--- src/rtl/add_pkg.sv ---
// Shared definitions for the pipelined adder/subtractor: op encodings,
// legal parameter limits and the transfer counter width.
package add_pkg;

  typedef enum logic {
    OP_ADD = 1'b0,
    OP_SUB = 1'b1
  } op_e;

  localparam int WIDTH_MIN  = 2;
  localparam int WIDTH_MAX  = 64;
  localparam int STAGES_MIN = 1;
  localparam int STAGES_MAX = 8;
  localparam int COUNT_W    = 16;

endpackage

--- src/rtl/add_pipe_stage.sv ---
// One pipeline slot: registered payload plus valid bit. The slot loads when
// it is empty or when the slot downstream frees up this cycle, so bubbles
// collapse instead of propagating.
module add_pipe_stage #(
  parameter int DW = 34
) (
  input  logic          clk,
  input  logic          rst_n,
  input  logic          next_load,
  input  logic          in_valid,
  input  logic [DW-1:0] in_data,
  output logic          valid,
  output logic [DW-1:0] data
);

  logic load;

  assign load = ~valid | next_load;

  // Slot register; payload only captured when a real item arrives so an
  // empty load does not disturb the held value.
  always_ff @(posedge clk or negedge rst_n) begin
    if (!rst_n) begin
      valid <= 1'b0;
      data  <= '0;
    end else if (load) begin
      valid <= in_valid;
      if (in_valid) begin
        data <= in_data;
      end
    end
  end

endmodule

--- src/rtl/add_pipe.sv ---
// Pipelined add/subtract with optional signed saturation. Arithmetic sits in
// front of stage 0; the remaining stages just move {ovf, carry, result}
// forward. Backpressure is combinational from out_ready to in_ready.
module add_pipe
  import add_pkg::*;
#(
  parameter int WIDTH  = 32,
  parameter int STAGES = 2,
  parameter int SAT    = 0
) (
  input  logic               clk,
  input  logic               rst_n,
  input  logic [WIDTH-1:0]   a,
  input  logic [WIDTH-1:0]   b,
  input  logic               op,
  input  logic               in_valid,
  output logic               in_ready,
  output logic [WIDTH-1:0]   out,
  output logic               carry,
  output logic               ovf,
  output logic               out_valid,
  input  logic               out_ready,
  output logic [COUNT_W-1:0] count
);

  localparam int DW = WIDTH + 2;
  localparam logic [WIDTH-1:0] SMAX = {1'b0, {(WIDTH-1){1'b1}}};
  localparam logic [WIDTH-1:0] SMIN = {1'b1, {(WIDTH-1){1'b0}}};

  if (WIDTH < WIDTH_MIN || WIDTH > WIDTH_MAX) begin : g_bad_width
    $error("add_pipe: WIDTH out of range");
  end
  if (STAGES < STAGES_MIN || STAGES > STAGES_MAX) begin : g_bad_stages
    $error("add_pipe: STAGES out of range");
  end
  if (SAT != 0 && SAT != 1) begin : g_bad_sat
    $error("add_pipe: SAT must be 0 or 1");
  end

  logic [WIDTH-1:0] b_eff;
  logic [WIDTH:0]   sum;
  logic             sum_ovf;
  logic [WIDTH-1:0] sum_res;
  logic [DW-1:0]    front_data;

  logic [STAGES-1:0] stg_valid;
  logic [DW-1:0]     stg_data [STAGES];
  logic [STAGES-1:0] next_load;

  // Front-end arithmetic: subtraction is a + ~b + 1 so carry=1 means no borrow.
  always_comb begin
    b_eff   = (op == OP_SUB) ? ~b : b;
    sum     = {1'b0, a} + {1'b0, b_eff} + {{WIDTH{1'b0}}, op};
    sum_ovf = (a[WIDTH-1] == b_eff[WIDTH-1]) && (sum[WIDTH-1] != a[WIDTH-1]);
    sum_res = sum[WIDTH-1:0];
    if (SAT != 0 && sum_ovf) begin
      sum_res = a[WIDTH-1] ? SMIN : SMAX;
    end
  end

  assign front_data = {sum_ovf, sum[WIDTH], sum_res};

  // Downstream-free signal per stage, derived from registered valids only so
  // there is no combinational loop through the stage instances.
  always_comb begin
    next_load = '0;
    next_load[STAGES-1] = out_ready;
    for (int k = STAGES - 2; k >= 0; k--) begin
      next_load[k] = next_load[k+1] | ~stg_valid[k+1];
    end
  end

  assign in_ready = ~stg_valid[0] | next_load[0];

  for (genvar k = 0; k < STAGES; k++) begin : g_stage
    logic          sv;
    logic [DW-1:0] sd;

    if (k == 0) begin : g_first
      assign sv = in_valid;
      assign sd = front_data;
    end else begin : g_rest
      assign sv = stg_valid[k-1];
      assign sd = stg_data[k-1];
    end

    add_pipe_stage #(.DW(DW)) u_stage (
      .clk       (clk),
      .rst_n     (rst_n),
      .next_load (next_load[k]),
      .in_valid  (sv),
      .in_data   (sd),
      .valid     (stg_valid[k]),
      .data      (stg_data[k])
    );
  end

  assign out_valid           = stg_valid[STAGES-1];
  assign {ovf, carry, out}   = stg_data[STAGES-1];

  // Completed output transfers, free-running wrap at 16 bits.
  always_ff @(posedge clk or negedge rst_n) begin
    if (!rst_n) begin
      count <= '0;
    end else if (out_valid && out_ready) begin
      count <= count + 1'b1;
    end
  end

endmodule

--- config.mk ---
export PLATFORM = sky130hd
export DESIGN_NAME = add_pipe
export DESIGN_NICKNAME = d
export VERILOG_FILES = /design/src/rtl/add_pkg.sv /design/src/rtl/add_pipe_stage.sv /design/src/rtl/add_pipe.sv
export SDC_FILE = /design/constraint.sdc
export NUM_CORES = 1
export LEC_CHECK = 0
export CAP_MARGIN = 25
export CORE_MARGIN = 3
export CORE_UTILIZATION = 55
export DETAILED_ROUTE_END_ITERATION = 10
export PLACE_DENSITY = 0.86
export SLEW_MARGIN = 15
export SYNTH_ARGS = -nofsm -noshare
export SYNTH_HDL_FRONTEND = slang
export SYNTH_SLANG_ARGS = --single-unit
--- constraint.sdc ---
create_clock -name clk -period 3.85 [get_ports clk]
set_input_delay 0.5775 -clock clk [delete_from_list [all_inputs] [get_ports clk]]
set_output_delay 0.5775 -clock clk [all_outputs]
set_load 0.01 [all_outputs]
==> summary.md, run 1 <==
| Metric | Value |
|---|---|
| Status | finished, final reports clean |
| CTS tree | built |
| Initial DRC count | approximately 320 |
| Hold Path Class | input pin to async pin |
| Setup TNS | 0 ps |
| Routed Antenna Nets | 0 |
| R2r setup slk | ~1900 ps |
| Die area | ~11,000 µm² |
| CTS H-tree lvls | 3 |
| Ys Warns | 0 |
| Core Footprint | 9460 µm² |
| Ports | 121 |
| Worst EP arrival | roughly 3300 ps |
| Final #Nets | about 770 |
| Die Height | roughly 110 µm |
| Ys flop type | dfrtp_1 |
| PortBufs | 120 |
| Rows | 35 |
| Clock Sinks | 86 |
| Req. time, crit path | ~4100 ps |
| Fmax | approximately 0.32 GHz |
| Post-synthesis compound-gate area fraction | 0.174 |
| Routability cong. | between 0.9 and 1 |
| Drt pass-1 iters | 5 |
| Reg power frac | 0.399 |
| Register area share after synthesis | 0.393 |
| Via/cell ratio | just under 6 |
| DPL Wire Length | approximately 10,000 µm |
| Root Driver | clkbuf_8 |
| Avg WL per Cell | ~16 µm |
| Post-CTS setup buffers | 0 |
| Int Pwr | approximately 2.2 mW |
| Vias in the first global route | around 4,600 |
| Pins Over Slew Limit | 0 |
| Slew HR | 0.505 |
| Max-Cap Viols | 0 |
| Number of buffers created by CTS | 9 |
| Final Hold Fails | 0 |
| Gate power share | 0.421 |
| Placed inst area | approximately 6700 µm² |
| Crit Path Max Fanout | 3 |
| Antenna violations before repair | 0 |
| Post-Synthesis Cells | 557 |
| CTS Buffer Depth | 2 |
| Cts repair resizes | 0 |
| Worst vdd ir | ~0.26 mV |
| Post-route minimum period | about 3100 ps |
| Design Area, Final | around 7000 µm² |
| Post-synthesis cell area | about 5500 µm² |
| Unrepaired setup endpoints after global routing | false |
| Final Non-Filler Cells | roughly 800 |
| Synth Area in Simple Gates | 0.149 |
| Post-synthesis adder-cell area fraction | 0.0767 |
| Post-Synth XOR/XNOR Area | 0.105 |
| Share of flip-flops with an asynchronous set or reset | 1.00 |
| NetSw | about 1.2 mW |
| Worst Max-Slew Pin Slew | between 700 and 800 ps |
| Clock share of power | 0.179 |
| Largest net degree at the start of global routing | 87 |
| Clock Skew | approximately 9.4 ps |
| Total GRT Usage | 0.245 |
| Power per cell area | ~490 nW/µm² |
| Hold_buf cts | 0 |
| DRC viols | 0 |
| DRT Wirelength | ~13,000 µm |
| Main combinational cell family by area after synthesis | compound AO/OA/AOI/OAI gates |
| Sw Share | 0.340 |
| Clock transition at path regs | about 80 ps |
| Placed Cells incl. Taps | a little under 800 |
| Die W | 106 µm |
| Leakage | around 3.0 nW |
| Syn Nets | between 600 and 700 |
| Startpoint Class | input pin |
| Syn_area_per_cell | a little under 10 µm² |
| Util after Layout | 0.736 |
| Starting Density | 0.579 |
| Synth cell types | between 60 and 70 |
| Area growth from synthesis to layout | 27.0% |
| Via count | 4,670 |
| Yosys reg bits | 86 |
| Mux contribution to synthesized area | 0.0737 |
| First-pass GRT wire length | ~22,000 µm |
| Worst skew pair latency | 340 ps |
| Crit Path Category | input pin to register |
| Ratio of cells with drive above 1 in the final layout | 0.101 |
| ANT cells | 0 |
| Setup violations, final | 0 |
| Grt ovf | 0 |
| Final Cycle Share | 0.812 |
| Worst setup EP type | register |
| Post-synth EDFFs | 0 |
==> per-stage QoR <==
step / worst slack (ps) / hold slack, ps / power (mW)
detailed placement: 439 / 466 / 2.78
global placement: 565 / 457 / 2.71
floorplan: 706 / 282 / 2.12
global route: 570 / 137 / 3.61
CTS: 778 / 452 / 3.40
finish: 723 / 128 / 3.39
==> cell families (layout without fill, tap and decap cells) <==
kind of cell,after synthesis,after routing
buffers and inverters,36,149
adder cells (fa/ha/maj),33,33
XOR/XNOR,66,66
multiplexers,36,36
AND/OR/NAND/NOR,160,160
AO/OA/AOI/OAI,140,140
flip-flops,86,86
==> cell usage after synthesis, types with 5 or more instances <==
cell type / number / area, µm²
ha_1: 32 / 400
a211o_1: 5 / 43.8
and3_1: 5 / 31.3
o211ai_1: 8 / 60.1
xnor2_1: 26 / 228
nand3_1: 18 / 90.1
and2_1: 5 / 31.3
o21ai_0: 33 / 165
clkbuf_1: 17 / 63.8
nor3_1: 8 / 40.0
nand4_1: 11 / 68.8
o21ai_1: 8 / 40.0
a21oi_1: 31 / 155
inv_1: 10 / 37.5
mux2_2: 35 / 394
nand2_1: 61 / 229
nor2_1: 19 / 71.3
buf_2: 6 / 30.0
xor2_1: 40 / 350
dfrtp_1: 86 / 2150
a21o_1: 10 / 75.1
nand2b_1: 9 / 56.3
==> metal layers <==
metal | routed length, µm | share of wire | up-vias | GRT usage
met1 | 5780 | 0.44 | 2220 | 0.341
met4 | 260 | 0.020 | 0 | 0.0805
li1 | - | - | 2233 | -
met3 | 811 | 0.062 | 25 | 0.0300
met5 | 0 | 0 | - | 0
met2 | 6230 | 0.48 | 192 | 0.399
==> cell usage in the layout (no fill, tap or decap), drive strengths merged, types with 6 or more instances in the layout <==
master         netlist  routed
a21o                10      10
a21oi               32      32
a31oi                6       6
and2                 6       6
buf                  9       6
clkbuf              17      12
clkdlybuf4s50        0     118
dfrtp               86      86
ha                  32      32
inv                 10      10
mux2                35      35
nand2               61      61
nand2b               9       9
nand3               18      18
nand4               11      11
nor2                19      19
nor3                 8       8
o211ai               9       9
o21ai               41      41
xnor2               26      26
xor2                40      40
==> flip-flops by register name (all words and copies together), names as in the netlist <==
signal	flops
g_stage.u_stage.data	68
g_stage.u_stage.valid	2
count	16
==> worst paths after layout <==
kind,to,depth (start not counted),from
hold / removal,g_stage[1].u_stage.data[7],1,rst_n
setup / recovery,g_stage[0].u_stage.data[28],10,b[0]
max in group asynchronous,count[13],2,rst_n
min in group clk,g_stage[0].u_stage.data[1],2,g_stage[0].u_stage.data[1]
hold reg to reg,g_stage[0].u_stage.data[1],2,g_stage[0].u_stage.data[1]
setup reg to reg,g_stage[0].u_stage.data[26],4,g_stage[1].u_stage.valid
==> power groups by stage <==
| stage | clock, mW | sequential (mW) | combinational, mW |
|---|---|---|---|
| after floorplan | 0 | 1.41 | 0.713 |
| after global routing | 0.661 | 1.39 | 1.55 |
| after detailed placement | 0 | 1.37 | 1.41 |
| after CTS | 0.619 | 1.36 | 1.43 |
| after global placement | 0 | 1.35 | 1.36 |
| final | 0.608 | 1.35 | 1.43 |
==> layout make-up <==
type	count	area [µm²]
Tap cell	129	161
Sequential cell	86	2150
Multi-Input combinational cell	435	3180
Clock buffer	12	145
Fill cell	722	2500
Timing Repair Buffer	124	1240
Inverter	10	37.5
Clock inverter	3	45.0
==> critical path, cell delays in order <==
cell,delay [ps]
clkdlybuf4s50_1,510
mux2i_1,450
fa_1,310
nor2b_1,90
o311ai_2,320
nand2_1,140
a41oi_1,390
o21bai_1,170
a211oi_1,270
o31ai_1,120
No activity file was read; power rests on OpenSTA's default activity.
==> inputs of run 2 (changes only) <==
Settings changed: CORE_UTILIZATION 55 to 47, PLACE_DENSITY 0.86 to 0.78.
Clock period 3.85 ns to 2.5 ns, I/O delays scaled along.
==> run 2 against run 1 <==
The flow now finishes with violations (setup timing). Sequential share of layout area fell by 5.1 points. Critical endpoint is now g_stage[0].u_stage.data[23]. Sequential power rose by 55%. Hold slack got worse by 80 ps. Clock power rose by 110%.
==> summary.md, run 2 (synthesized netlist as in run 1, its figures left out) <==
| Metric | Value |
|---|---|
| Status | complete, but fails checks |
| Failing checks | setup timing |
| Largest net degree at the start of global routing | 46 (-47%) |
| Via count | 5,166 (+11%) |
| Ports | 121 (unchanged) |
| Fmax | approximately 0.40 GHz |
| Routed Antenna Nets | 0 (unchanged) |
| DRC viols | 0 (unchanged) |
| Hold Path Class | input pin to async pin |
| Avg WL per Cell | 17.2 µm (+4.8%) |
| Max reg flops | 68 (unchanged) |
| First-pass GRT wire length | 24,100 µm (+7.7%) |
| PortBufs | 120 (unchanged) |
| Routability cong. | 0.911 (-4.3%) |
| Final #Nets | 882 (+15%) |
| Vias in the first global route | 5,074 (+11%) |
| Crit Path Max Fanout | 4 (+1) |
| Area growth from synthesis to layout | 52.3% |
| Pins Over Slew Limit | 0 (unchanged) |
| ANT cells | 0 (unchanged) |
| Util after Layout | 0.750 (+0.0144) |
| Final Hold Fails | 0 (unchanged) |
| Number of buffers created by CTS | 9 (unchanged) |
| Starting Density | 0.493 (-0.0868) |
| Worst skew pair latency | 330 ps (about the same) |
| Post-route minimum period | 2500 ps |
| CTS tree | built |
| DPL Wire Length | 11,700 µm (+15%) |
| DRT Wirelength | 15,800 µm (+21%) |
| Die Height | 114 µm (+7.7%) |
| Worst setup EP type | register |
| Root Driver | clkbuf_16 |
| Largest regs | g_stage.u_stage.data (68), count (16), g_stage.u_stage.valid (2) |
| Req. time, crit path | 2710 ps (-1350 ps) |
| Crit Path Category | input pin to register |
| Hold_buf cts | 0 (unchanged) |
| Power per cell area | 734 nW/µm² (+51%) |
| Leading cell type in the layout, fill and taps excluded | buf_4 |
| Total GRT Usage | 0.229 (-0.0155) |
| Design Area, Final | 8350 µm² (+20%) |
| Placed inst area | 7590 µm² (+13%) |
| Via/cell ratio | 5.60 (-4.2%) |
| Antenna violations before repair | 0 (unchanged) |
| Rows | 38 (+8.6%) |
| Ratio of cells with drive above 1 in the final layout | 0.291 (+0.190) |
| Most frequent cells in the layout | buf_4, clkdlybuf4s50_1, dfrtp_1, nand2_1, xor2_1 |
| CTS H-tree lvls | 3 (unchanged) |
| Grt ovf | 0 (unchanged) |
| Setup violations, final | 1 (+1) |
| Clock transition at path regs | 60 ps (-20 ps) |
| Fin worst setup slack | -2.14 ps (-725 ps) |
| Reg with most FFs | g_stage.u_stage.data |
| Slew HR | 0.614 (+0.110) |
| Initial DRC count | 340 (+6.6%) |
| Tot Pwr | 6.12 mW (+81%) |
| Die W | 114 µm (+7.7%) |
| CTS Buffer Depth | 2 (unchanged) |
| Worst vdd ir | 0.549 mV (+110%) |
| Startpoint Class | input pin |
| Worst Max-Slew Pin Slew | 578 ps (-164 ps) |
| Leakage | 3.73 nW (+26%) |
| Clock Sinks | 86 (unchanged) |
| Max-Cap Viols | 0 (unchanged) |
| Worst EP arrival | 2710 ps (-630 ps) |
| Clock Skew | 5.50 ps (-3.93 ps) |
| Dpl ws | -512 ps (-952 ps) |
| Core Footprint | 11,100 µm² (+18%) |
| Setup TNS | -2.14 ps (-2.14 ps) |
| Die area | 13,000 µm² (+16%) |
| Drt pass-1 iters | 5 (unchanged) |
| Final Cycle Share | 1.00 |
## run 2: path summary, 6_finish.rpt
path                                             from                     endpoint  slack (ps)  cells after the start
hold / removal                                  rst_n   g_stage[1].u_stage.data[1]          50                      1
max in group asynchronous                       rst_n  g_stage[1].u_stage.data[28]        1830                      2
setup reg to reg             g_stage[1].u_stage.valid   g_stage[0].u_stage.data[9]         750                      5
min in group clk           g_stage[0].u_stage.data[1]   g_stage[0].u_stage.data[1]         480                      2
hold reg to reg            g_stage[0].u_stage.data[1]   g_stage[0].u_stage.data[1]         480                      2
setup / recovery                                b[12]  g_stage[0].u_stage.data[23]          -2                     11
## run 2: cell type report
class,instances,area [µm²]
clock inverters,1,30.0
inverters,10,37.5
flip-flops and latches,86,2150
repair buffers,238,2180
multi-input cells,435,3510
well taps,140,175
clock buffers,13,260
fillers,765,2780
## run 2: critical path, stage by stage
cell and delay, ps:
clkdlybuf4s50_1 470, xor2_1 210, ha_1 340, a21oi_2 220
o211ai_1 130, a31oi_2 230, a31oi_4 80, buf_4 170
a31oi_4 190, xor2_2 190, o21ai_1 90
## run 2: power by group
| group | internal (mW) | switching [mW] |
|---|---|---|
| Clock | 0.818 | 0.481 |
| Sequential | 1.81 | 0.282 |
| Combinational | 1.51 | 1.22 |
| Total | 4.14 | 1.99 |
## run 2: per-layer routing
| metal | GRT usage | routed length (µm) |
|---|---|---|
| met5 | 0 | 0 |
| met4 | 0.0657 | 379 |
| met3 | 0.0260 | 821 |
| met2 | 0.376 | 7680 |
| met1 | 0.322 | 6950 |
## run 2: what timing repair did
item | 4_1_cts | 5_1_grt
cloned | 0 | 1
setup buffers | 2 | 13
gates resized for setup | 12 | 69
pin swaps | 9 | 48
setup endpoints to repair | 13 | 18
## run 2: stage by stage
step                      cells  hold slack, ps
after floorplan             557            79.4
after global placement      893             407
after detailed placement    893             418
after CTS                   909            57.6
after global routing        923            85.2
final                       923            47.8
==> inputs of run 3 (changes only) <==
Settings changed: PLACE_DENSITY 0.78 to 0.77, SYNTH_HIERARCHICAL set to 1.
==> run 3 against run 2 <==
The flow still finishes with violations (setup timing). Clock power hardly changed. Hold slack lost 18 ps. Critical path depth stayed put. Fmax fell by 2.2%. Non-clock buffer count up 3. Global-route usage shrank 1.4 points. Synthesized area rose by 6.3%. Sequential share of layout area fell by 1.6 points. Combinational power grew 25%.
==> summary.md, run 3 <==
| Metric | Value |
|---|---|
| Most frequent CP cell | o21ai_2 |
| Crit Path Category | input pin to register |
| R2R depth | 5 (unchanged) |
| Crit Path Max Fanout | 3 (-1) |
| Die area | 13,800 µm² (+6.0%) |
| Most frequent cells in the layout | buf_4, clkdlybuf4s50_1, dfrtp_1, mux2_4, xor2_1 |
| Slew HR | 0.625 (+0.0104) |
| Initial DRC count | 354 (+4.1%) |
| Mux contribution to synthesized area | 0.176 (+0.102) |
| Antenna violations before repair | 0 (unchanged) |
| Synth cell types | 60 (-7.7%) |
| Crit-path cells | clkdlybuf4s50_1 > xor2_1 > ha_1 > a21oi_1 > o21ai_1 > a31oi_1 > o21ai_2 > a21oi_4 > o21ai_2 > a221o_1 > mux2_2 |
| Worst Max-Slew Pin Slew | 563 ps (-15.6 ps) |
| Yosys reg bits | 86 (unchanged) |
| Area growth from synthesis to layout | 52.9% |
| Starting Density | 0.483 (-0.00949) |
| Ports | 121 (unchanged) |
| Post-Synthesis Cells | 518 (-7.0%) |
| Post-route minimum period | 2560 ps (+57.2 ps) |
| Syn_area_per_cell | 11.2 µm² (+14%) |
| Post-synthesis cell area | 5830 µm² (+6.3%) |
| Drt pass-1 iters | 5 (unchanged) |
| Setup violations, final | 3 (+2) |
| Clock Sinks | 86 (unchanged) |
| Via count | 4,984 (-3.5%) |
| CTS tree | built |
| Int Pwr | 4.71 mW (+14%) |
| Sw Share | 0.328 (+0.00408) |
| Worst vdd ir | 0.400 mV (-27%) |
| Register area share after synthesis | 0.369 (-0.0234) |
| Largest net degree at the start of global routing | 45 (-2.2%) |
| Die Height | 117 µm (+3.0%) |
| Unrepaired setup endpoints after global routing | true |
| Share of flip-flops with an asynchronous set or reset | 1.00 (unchanged) |
| CTS Buffer Depth | 2 (unchanged) |
| Final Hold Slack | 29.8 ps (-18.0 ps) |
| Ys flop type | dfrtp_1 |
| Number of buffers created by CTS | 9 (unchanged) |
| Most frequent cell after synthesis | dfrtp_1 |
| Synth cell count leaders | dfrtp_1, mux2_4, xor2_1 |
| Avg WL per Cell | 17.4 µm (+1.5%) |
| Area contributors post-synth | dfrtp_1, mux2_4, xor2_1 |
| Max-Cap Viols | 0 (unchanged) |
| Post-Synth XOR/XNOR Area | 0.113 (+0.00725) |
| Hold Path Class | input pin to async pin |
| Worst skew pair latency | 340 ps (about the same) |
| ANT cells | 0 (unchanged) |
| DPL Wire Length | 11,000 µm (-6.3%) |
| Clock share of power | 0.185 (-0.027) |
| Grt ovf | 0 (unchanged) |
| Util after Layout | 0.739 (-0.0116) |
| Req. time, crit path | 2730 ps (+20 ps) |
| Reg power frac | 0.329 (-0.013) |
| Startpoint Class | input pin |
| Die W | 117 µm (+3.0%) |
| Main combinational cell family by area after synthesis | multiplexers |
| Fmax | 0.391 GHz (-2.2%) |
| Register area | 2150 µm² (unchanged) |
| Ys Warns | 6 (+6) |
| Final Hold Fails | 0 (unchanged) |
| Largest regs | g_stage.u_stage/data (68), count (16), g_stage.u_stage/valid (2) |
| DRC viols | 0 (unchanged) |
| Setup TNS | -85.3 ps (-83.2 ps) |
| Fillers | 757 (-1.0%) |
| Ratio of cells with drive above 1 in the final layout | 0.397 (+0.106) |
| Status | complete, but fails checks |
| Slowest stage delay, CP | 510 ps (+40 ps) |
| Synth area leader | dfrtp_1 |
| Top-area cell type share of the netlist area | 0.369 (-0.0234) |
| Routability cong. | 0.905 (-0.60%) |
| Worst EP arrival | 2790 ps (+80 ps) |
| Syn Nets | 620 (-5.9%) |
| Via/cell ratio | 5.41 (-3.3%) |
| Routed Antenna Nets | 0 (unchanged) |
| Gate power share | 0.486 (+0.040) |
| Final Cycle Share | 1.02 (+0.0229) |
| Power per cell area | 788 nW/µm² (+7.4%) |
| Rows | 40 (+5.3%) |
| Synth Area in Simple Gates | 0.108 (-0.0417) |
| Post-synth EDFFs | 0 (unchanged) |
| Pins Over Slew Limit | 0 (unchanged) |
| Multi-input gate area | 3970 µm² (+13%) |
| Root Driver | clkbuf_16 |
| Clock transition at path regs | 70 ps (about the same) |
| Post-synthesis compound-gate area fraction | 0.123 (-0.0505) |
| PortBufs | 120 (unchanged) |
| Worst path slowest cell | clkdlybuf4s50_1 |
| DRT Wirelength | 16,000 µm (+1.3%) |
| Post-synthesis adder-cell area fraction | 0.0721 (-0.00456) |
| CTS H-tree lvls | 3 (unchanged) |
| Vias in the first global route | 5,047 (-0.53%) |
| Fin worst setup slack | -59.3 ps (-57.2 ps) |
| Core Footprint | 12,100 µm² (+8.4%) |
| Final #Nets | 850 (-3.6%) |
| Failing checks | setup timing |
| Leakage | 4.15 nW (+11%) |
| Max reg flops | 68 (unchanged) |
| Total GRT Usage | 0.216 (-0.0137) |
| Leading cell type in the layout, fill and taps excluded | buf_4 |
| NetSw | 2.30 mW (+16%) |
| Clock Skew | 6.09 ps (+0.583 ps) |
| First-pass GRT wire length | 24,700 µm (+2.2%) |
| Worst setup EP type | register |
| Reg with most FFs | g_stage.u_stage/data |
run 3: cell types whose count changed after synthesis, moves of 5 or more:
cell      before  now
a211o_1        5    0
buf_12         0    6
clkbuf_1      17    9
mux2_2        35    9
mux2_4         0   60
nand2_1       61   38
nand2b_1       9    2
nand3_1       18   13
nor3_1         8    2
o21ai_0       33   13
xor2_1        40   52
run 3: logic make-up (layout without fill, tap and decap cells):
| family | Yosys count | in the layout |
|---|---|---|
| and+or+nand+nor | 120 | 120 |
| AOI/OAI and AO/OA | 103 | 103 |
| DFF | 86 | 86 |
| xor gates and xnor gates | 75 | 75 |
| muxes | 71 | 71 |
| adders and majority gates | 33 | 33 |
| buffers and inverters | 30 | 265 |
run 3: final cells by class:
cell class	count	area share
Clock buffer	10	0.0268
Clock inverter	6	0.00506
Inverter	8	0.00337
Multi-Input combinational cell	402	0.445
Sequential cell	86	0.242
Tap cell	168	0.0236
Timing Repair Buffer	241	0.254
run 3: worst max-delay path, delay by kind of cell:
family / cells / cell delay [ps]
xor+xnor: 1 / 210
mux: 1 / 250
compound gates: 7 / 1140
buf+inv: 1 / 510
fa+ha+maj: 1 / 300
run 3: final timing paths:
path	slack (ps)	startpoint	to
max in group asynchronous	1830	rst_n	g_stage[0].u_stage/data[30]
worst max register to register	930	g_stage[1].u_stage/valid	g_stage[0].u_stage/data[32]
worst min-delay path	30	rst_n	g_stage[0].u_stage/data[8]
worst min register to register	490	count[15]	count[15]
min in group clk	490	count[15]	count[15]
worst max-delay path	-60	b[13]	g_stage[0].u_stage/data[32]
run 3: what timing repair did:
item                                    4_1_cts  5_1_grt
endpoints found under the setup margin       20       19
gates cloned                                  0        1
buffers inserted                             12       21
pin swaps                                    27       62
hold buffers                                  0        0
resized for setup                            48       88
run 3: metal layers:
layer | part of all wire | vias up | track usage | wire (µm)
met5 | 0 | - | 0 | 0
met4 | 0.024 | 0 | 0.0689 | 389
met3 | 0.054 | 35 | 0.0386 | 869
met2 | 0.49 | 188 | 0.354 | 7910
met1 | 0.43 | 2458 | 0.292 | 6880
li1 | - | 2303 | - | -
run 3: power by group through the flow:
stage	logic (mW)	clock network, mW	registers (mW)
after detailed placement	3.03	0	2.33
after global routing	3.63	1.39	2.39
after global placement	2.95	0	2.31
after CTS	3.16	1.32	2.32
final	3.41	1.30	2.31
after floorplan	1.58	0	2.39
run 3: per-stage QoR:
stage | setup slack (ps) | area (µm²) | std cells | total power [mW]
3_5_place_dp | -672 | 7790 | 872 | 5.36
6_report | -59.3 | 8910 | 921 | 7.02
2_1_floorplan | -210 | 5890 | 518 | 3.97
3_3_place_gp | -592 | 7790 | 872 | 5.26
5_1_grt | -185 | 8910 | 921 | 7.41
4_1_cts | -72.2 | 8330 | 900 | 6.80
